$ cat src/rtl/program_loader.sv
// program_loader: streams a program into ROM at sequential addresses, pads the unused tail,
// then releases the core from reset only while a complete image is present.
module program_loader #(
    parameter int ADDR = 8,
    parameter int CODE = 4,
    parameter int WORD = ADDR + CODE,
    parameter logic [WORD-1:0] PAD_WORD = '0
) (
    input  logic            clk,
    input  logic            rst_n,
    input  logic            load_start,
    input  logic            in_valid,
    input  logic [WORD-1:0] in_word,
    input  logic            in_last,
    output logic            in_ready,
    input  logic            run_en,
    input  logic            halt,
    output logic            rom_we,
    output logic [ADDR-1:0] rom_addr,
    output logic [WORD-1:0] rom_data,
    output logic            core_run,
    output logic            busy,
    output logic            loaded,
    output logic            error,
    output logic [ADDR:0]   words_loaded
);
    typedef enum logic [2:0] {IDLE, LOAD, PAD, READY, RUN} state_t;

    localparam logic [ADDR-1:0] TOP = '1;

    state_t          state_q, state_d;
    logic [ADDR-1:0] wp_q, wp_d;
    logic [ADDR:0]   words_q, words_d;
    logic            error_q, error_d;
    logic            loaded_q, loaded_d;
    logic            busy_q, busy_d;
    logic            run_q, run_d;
    logic            we_q, we_d;
    logic [ADDR-1:0] addr_q, addr_d;
    logic [WORD-1:0] data_q, data_d;
    logic            restart;

    assign in_ready     = state_q == LOAD;
    assign rom_we       = we_q;
    assign rom_addr     = addr_q;
    assign rom_data     = data_q;
    assign core_run     = run_q;
    assign busy         = busy_q;
    assign loaded       = loaded_q;
    assign error        = error_q;
    assign words_loaded = words_q;

    always_comb begin
        state_d  = state_q;
        wp_d     = wp_q;
        words_d  = words_q;
        error_d  = error_q;
        loaded_d = loaded_q;
        we_d     = 1'b0;
        addr_d   = addr_q;
        data_d   = data_q;
        // RUN ignores load_start; everywhere else it (re)starts a load and wins
        restart  = load_start && state_q != RUN;
        case (state_q)
            LOAD: if (!restart && in_valid) begin
                we_d    = 1'b1;
                addr_d  = wp_q;
                data_d  = in_word;
                wp_d    = wp_q + ADDR'(1);
                words_d = words_q + (ADDR+1)'(1);
                if (wp_q == TOP) begin
                    state_d  = READY;
                    loaded_d = 1'b1;
                    error_d  = !in_last;
                end else if (in_last) begin
                    state_d = PAD;
                end
            end
            PAD: if (!restart) begin
                we_d   = 1'b1;
                addr_d = wp_q;
                data_d = PAD_WORD;
                wp_d   = wp_q + ADDR'(1);
                if (wp_q == TOP) begin
                    state_d  = READY;
                    loaded_d = 1'b1;
                end
            end
            READY: if (!restart && run_en) state_d = RUN;
            RUN: if (halt) state_d = READY;
            default: state_d = IDLE;
        endcase
        if (restart) begin
            state_d  = LOAD;
            wp_d     = '0;
            words_d  = '0;
            error_d  = 1'b0;
            loaded_d = 1'b0;
        end
        busy_d = state_d == LOAD || state_d == PAD;
        run_d  = state_d == RUN;
    end

    always_ff @(posedge clk or negedge rst_n) begin
        if (!rst_n) begin
            state_q  <= IDLE;
            wp_q     <= '0;
            words_q  <= '0;
            error_q  <= 1'b0;
            loaded_q <= 1'b0;
            busy_q   <= 1'b0;
            run_q    <= 1'b0;
            we_q     <= 1'b0;
            addr_q   <= '0;
            data_q   <= '0;
        end else begin
            state_q  <= state_d;
            wp_q     <= wp_d;
            words_q  <= words_d;
            error_q  <= error_d;
            loaded_q <= loaded_d;
            busy_q   <= busy_d;
            run_q    <= run_d;
            we_q     <= we_d;
            addr_q   <= addr_d;
            data_q   <= data_d;
        end
    end
endmodule

$ cat config.mk
export PLATFORM = sky130hd
export DESIGN_NAME = program_loader
export DESIGN_NICKNAME = d
export VERILOG_FILES = /design/src/rtl/program_loader.sv
export SDC_FILE = /design/constraint.sdc
export NUM_CORES = 1
export LEC_CHECK = 0
export CAP_MARGIN = 0
export CORE_UTILIZATION = 49
export DETAILED_ROUTE_END_ITERATION = 12
export PLACE_DENSITY = 0.83
export SLEW_MARGIN = 20
export SYNTH_ARGS = -nofsm -noshare
export SYNTH_HDL_FRONTEND = slang
export SYNTH_SLANG_ARGS = --single-unit
$ cat constraint.sdc
create_clock -name clk -period 1.86 [get_ports clk]
set_input_delay 0.279 -clock clk [delete_from_list [all_inputs] [get_ports clk]]
set_output_delay 0.279 -clock clk [all_outputs]
set_load 0.01 [all_outputs]
; ---- After elaboration in Yosys (flattened, before gate mapping)
; Cells that the tools add are included.
[totals]
inputBits = 19
memories = 0
wordCells = 70
latchBits = 0
output_inout_bits = 35
ram_bits = 0
mem_bits_ro = 0
register_bits = 45
[classes]
eq_ne = 12
n_addsub = 2
bitwise_logic = 0
order_cmp = 0
div_mod_pow = 0
shift = 0
mux = 31
n_mul = 0
reduce_logical = 15
[ops]
columns = op, n
row1 = 2-to-1 mux 8 bit, 4
row2 = case mux 8 bit (2 select lines), 2
row3 = 2-to-1 mux 9 bit, 3
row4 = 2-to-1 mux 12 bit, 2
row5 = case mux 12 bit (2 select lines), 1
row6 = 2-to-1 mux 3 bit, 7
row7 = case mux 3 bit (4 select lines), 1
row8 = adder 9 x 1 -> 9 bit (second input constant), 1
row9 = == test 3 x 2 -> 1 bit (second input constant), 3
row10 = 2-to-1 mux 1 bit, 9
row11 = adder 8 x 1 -> 8 bit (second input constant), 1
row12 = == test 8 bit (second input constant), 1
row13 = nonzero test 2 bit, 4
row14 = == test 3 x 1 -> 1 bit (second input constant), 2
row15 = == test 3 bit (second input constant), 2
row16 = AND reduction 3 bit, 2
row17 = case mux 1 bit (2 select lines), 2
row18 = AND reduction 2 bit, 2
row19 = logical AND 1 bit, 3
row20 = != test 3 x 1 -> 1 bit (second input constant), 1
row21 = != test 3 bit (second input constant), 1
row22 = nonzero test 3 bit, 1
row23 = logical NOT 1 bit, 2
row24 = != test 2 x 1 -> 1 bit (second input constant), 1
row25 = 2 further kinds, 2

; ---- Longest topological paths before layout
[logic_depth]
word_depth = 9
depth_mapped = 7
mapped_depth_nobuf = 5

; ---- Worst setup path before layout
; OpenSTA, ideal clock, no wires.
[synth_path]
path_kind = flip-flop to flip-flop
startpoint = register wp_q[0]
endpoint = register busy_q (netlist: busy)
setup_time_ns = 0.079
arrival_ns = 1.443
path_stages_with_launch = 6
synth_period_minus_slack_ns = 1.522
path_slack_ns = 0.338
required_ns = 1.781
n_path_buf = 0
path_cell_list = dfrtp_1 > ha_1 > nand4_1 > or2_1 > o311a_1 > mux2i_1
[synth_via]
elab_chain_len = 7
elab_cells_between_ends = 9
classes_between = eq/ne (3) / mux (5) / reduce/logical (1)
[synth_rtl]
columns = element, line
row1 = from (decl), 32  ; logic [ADDR-1:0] wp_q, wp_d;
row2 = from (signal assigned), 118  ; wp_q <= wp_d;
row3 = == test 8 bit (*), "71, 84"
row4 = 2-to-1 mux 3 bit, 71  ; if (wp_q == TOP) begin
row5 = 2-to-1 mux 3 bit, 65  ; LOAD: if (!restart && in_valid) begin
row6 = case mux 3 bit (4 select lines) (*), 64  ; case (state_q)
row7 = 2-to-1 mux 3 bit (*), 93  ; if (restart) begin
row8 = == test 3 x 1 -> 1 bit / == test 3 x 2 -> 1 bit (equally long branches), 100  ; busy_d = state_d == LOAD || state_d == PAD;
row9 = logical OR 1 bit (*), 100
row10 = named net busy_d, 36  ; logic busy_q, busy_d;
row11 = to (signal assigned), 122  ; busy_q <= busy_d;
row12 = to (decl), 36
; The timed path passes the listed nets; every way through them passes the cells marked *.
; A chain may end at the register's enable or synchronous reset.

; ---- Worst setup path in the final report
[layout_path]
startpoint = register state_q[1]
endpoint = output in_ready
[layout_via]
elab_chain_len = 1
[layout_rtl]
columns = element, line
row1 = from (decl), 31  ; state_t state_q, state_d;
row2 = from (signal assigned), 117  ; state_q <= state_d;
row3 = == test 3 x 1 -> 1 bit, 43  ; assign in_ready = state_q == LOAD;
row4 = to (decl), 15  ; output logic in_ready,
; No other way between the ends.

==> run metrics <==
worst min path class=reg2reg; hold-critical path depth=2; number of DRC markers in iteration 0=around 110; Num Clock Sinks=45; Worst slew margin=a little over three fifths; Yosys warnings=0; insertion delay to the later sink of the worst-skew pair=approximately 0.30 ns; number of enable-type register cells in the synthesized netlist=0; sequential fraction of the synthesis area=around half; Setup Crit Path Kind=reg2out; number of CTS-inserted buffers=5; average wire per standard cell=approximately 14 um; number of fillers in the final layout=roughly 340; leakage power summed over all cells=1.35 nW; required time of the critical path=approximately 1.6 ns; minimum clock period=1.80 ns; power dissipated by switching net loads=~0.66 mW; peak supply drop=around 460 uV; flop and latch count out of synthesis=45; maximum number of pins on one net before global-route repair=26; final hold violation count=0; vias=1839; combined flip-flop and latch cell area=1130 um^2; max-slew violation count=0; sum of overflow across all layers after global routing=0; antenna violations before repair=0; cells on worst reg2reg path=5; Non-Filler Instances=343; count of antenna diodes in the layout=0; CTS tree=built; placed insts=332; global-route wire length before repair=~8100 um; total global routing track utilization=a little over a fifth; iteration count of the initial detailed-routing pass=4; clk_skew=0.00758 ns; Die Area=about 4800 um^2; Post-DP HPWL=3390 um; pin slew with the least headroom to its limit=approximately 0.55 ns; combined area of all synthesized cells=between 2000 and 2500 um^2; maximum buffer depth of the clock tree=2; startpoint kind of the worst setup timing path=register; cell taking the most area after synthesis=sky130_fd_sc_hd__dfrtp_1; average via count per standard cell=5.36; Std-Cell Core Area=4350 um^2; total nets after synthesis=about 240; share of flip-flops with an asynchronous set or reset after synthesis=100%; clock-pin slew of the registers on the worst-case setup and hold paths=about 0.08 ns; effective utilization at floorplan=just over 50%; highest net fanout along the worst path=7; Post-DRT Antenna Nets=0; Reg-to-Reg Start=wp_q[1]; Crit. End Element=primary output; combinational share of power=23.7%; Total Power=between 2 and 2.5 mW; gate count after technology mapping=223; hold path startpoint=rom_data[10]; synth unique cells=between 40 and 50; data arrival time at the worst-slack endpoint=1.52 ns; fraction of layout instances using a drive strength above 1=between 10% and 20%; overall die height=~70 um; multi-input gate area in the final layout=roughly 960 um^2; launching element of the worst setup path=state_q[1]; fraction of synthesized cell area taken by the top area cell type=50.9%; commonest cells in the netlist=sky130_fd_sc_hd__nand2_1, sky130_fd_sc_hd__dfrtp_1, sky130_fd_sc_hd__nand3_1; maximum frequency from static timing analysis=about 0.56 GHz; DR DRC count=0; Final setup violation count=0; area of placed instances=2850 um^2; Post-Syn Area per Cell=9.92 um^2; internal cell power=between 1.5 and 2 mW; number of max-cap violations=0; Net count, final=between 300 and 400; Power Dens Cells=834 nW/um^2; part of the power in registers=45.7%; Sw Ratio=roughly a quarter; Detailed Route WL=approximately 4800 um; Port-buffer cells=53; most area-consuming cells after synthesis=sky130_fd_sc_hd__dfrtp_1, sky130_fd_sc_hd__nand2_1, sky130_fd_sc_hd__nand3_1; RSZ-0062 raised after global routing=false; top_reg_cell synth=sky130_fd_sc_hd__dfrtp_1; cell at the root of the clock tree=sky130_fd_sc_hd__clkbuf_8; result of the run=complete, no violations; gpl congestion=around 0.86; Reg2Reg Capture Point=busy; vias in the first global route=around 1800; most common cell in the synthesized netlist=sky130_fd_sc_hd__nand2_1; capture endpoint of the worst hold path=rom_data[10]; setup slack on the worst flop-to-flop path=0.14 ns; FP Rows=24; IO Count=54; Clk network pwr share=30.6%; CTS H-tree depth=2; x dimension of the die=roughly 69 um; Period Utilization, post-route=a little over nine tenths; Final Instance Area=between 2000 and 3000 um^2; synthesis-to-layout area growth=35.4%
-- logic make-up (layout without fill, tap and decap cells) --
logic type      Yosys count  in the layout  synth area share (%)
buf+inv                  18             86                  5.66
mux                       3              3                  1.36
fa+ha+maj                 2              2                  1.13
xor+xnor                 11             11                  4.36
compound gates           27             27                  9.56
flops                    45             45                  50.9
simple gates            117            117                  27.0
-- through the flow --
stage          setup TNS (ns)  hold slack (ns)  setup WS, ns  util [%]
6_report                    0            0.474        0.0618      68.8
5_1_grt                     0            0.495       0.00631      68.8
4_1_cts                     0            0.474        0.0273      68.7
3_5_place_dp           -0.125            0.302       -0.0629      65.4
3_3_place_gp                0            0.295        0.0146      65.4
2_1_floorplan               0          -0.0166         0.338         -
-- how the worst max path moves through the flow --
stage,endpoint,slack (ns),cells after the start
6_report,in_ready,0.06,2
5_1_grt,in_ready,0.006,2
4_1_cts,in_ready,0.03,2
3_5_place_dp,busy,-0.06,6
3_3_place_gp,wp_q[7],0.01,5
2_1_floorplan,busy,0.34,5
-- per-layer routing --
| metal | part of all wire (%) | track usage [%] | up-vias |
|---|---|---|---|
| li1 | - | - | 894 |
| met1 | 44 | 26.5 | 889 |
| met2 | 50 | 34.7 | 46 |
| met3 | 3.4 | 5.09 | 10 |
| met4 | 2.1 | 9.98 | 0 |
| met5 | 0 | 0 | - |
-- flip-flops by register name (all words and copies together) (netlist names) --
signal / cells
busy: 1
core_run: 1
error: 1
loaded: 1
rom_addr: 8
rom_data: 12
rom_we: 1
state_q: 3
words_loaded: 9
wp_q: 8
-- critical path, stage by stage, from the launching register on --
cell	delay, ns
sky130_fd_sc_hd__dfrtp_2	0.46
sky130_fd_sc_hd__nor3b_2	0.20
sky130_fd_sc_hd__clkdlybuf4s50_1	0.56
-- power by group through the flow --
stage / registers [mW] / clock network (mW) / logic, mW
after floorplan: 1.20 / 0 / 0.227
final: 1.14 / 0.765 / 0.592
after global placement: 1.15 / 0 / 0.570
after detailed placement: 1.16 / 0 / 0.583
after global routing: 1.16 / 0.826 / 0.639
after CTS: 1.14 / 0.780 / 0.595
-- cell type report --
type                       instances  area share [%]
clock buffer                       7            2.88
clock inverter                     1            1.00
inverter                           5           0.627
multi-input combinational        160            32.1
sequential                        45            37.7
tap                               52            2.17
timing repair buffer              73            23.5
-- layout by cell type, fill, tap and decap left out, types with 3 or more instances in the layout --
cell,Yosys,final
sky130_fd_sc_hd__and2_1,3,3
sky130_fd_sc_hd__inv_1,4,4
sky130_fd_sc_hd__o21ai_0,3,3
sky130_fd_sc_hd__dfrtp_2,0,3
sky130_fd_sc_hd__nor2_1,13,13
sky130_fd_sc_hd__nand3_1,20,20
sky130_fd_sc_hd__nand2_1,56,56
sky130_fd_sc_hd__clkdlybuf4s50_1,0,52
sky130_fd_sc_hd__clkbuf_8,0,6
sky130_fd_sc_hd__a21oi_1,4,4
sky130_fd_sc_hd__mux2i_1,3,3
sky130_fd_sc_hd__xor2_1,6,6
sky130_fd_sc_hd__xnor2_1,5,5
sky130_fd_sc_hd__dfrtp_1,45,42
sky130_fd_sc_hd__nand4_1,3,3
sky130_fd_sc_hd__a2111oi_2,3,3
sky130_fd_sc_hd__a211oi_1,3,3
sky130_fd_sc_hd__buf_4,0,17
-- what timing repair did --
item                       CTS  global route
pin swaps                    1             0
hold endpoints to repair    24             0
hold buffers                 1             0
resized for setup            1             2
setup endpoints to repair    1             1
buffers inserted             2             0
No activity file was read; power rests on OpenSTA's default activity.
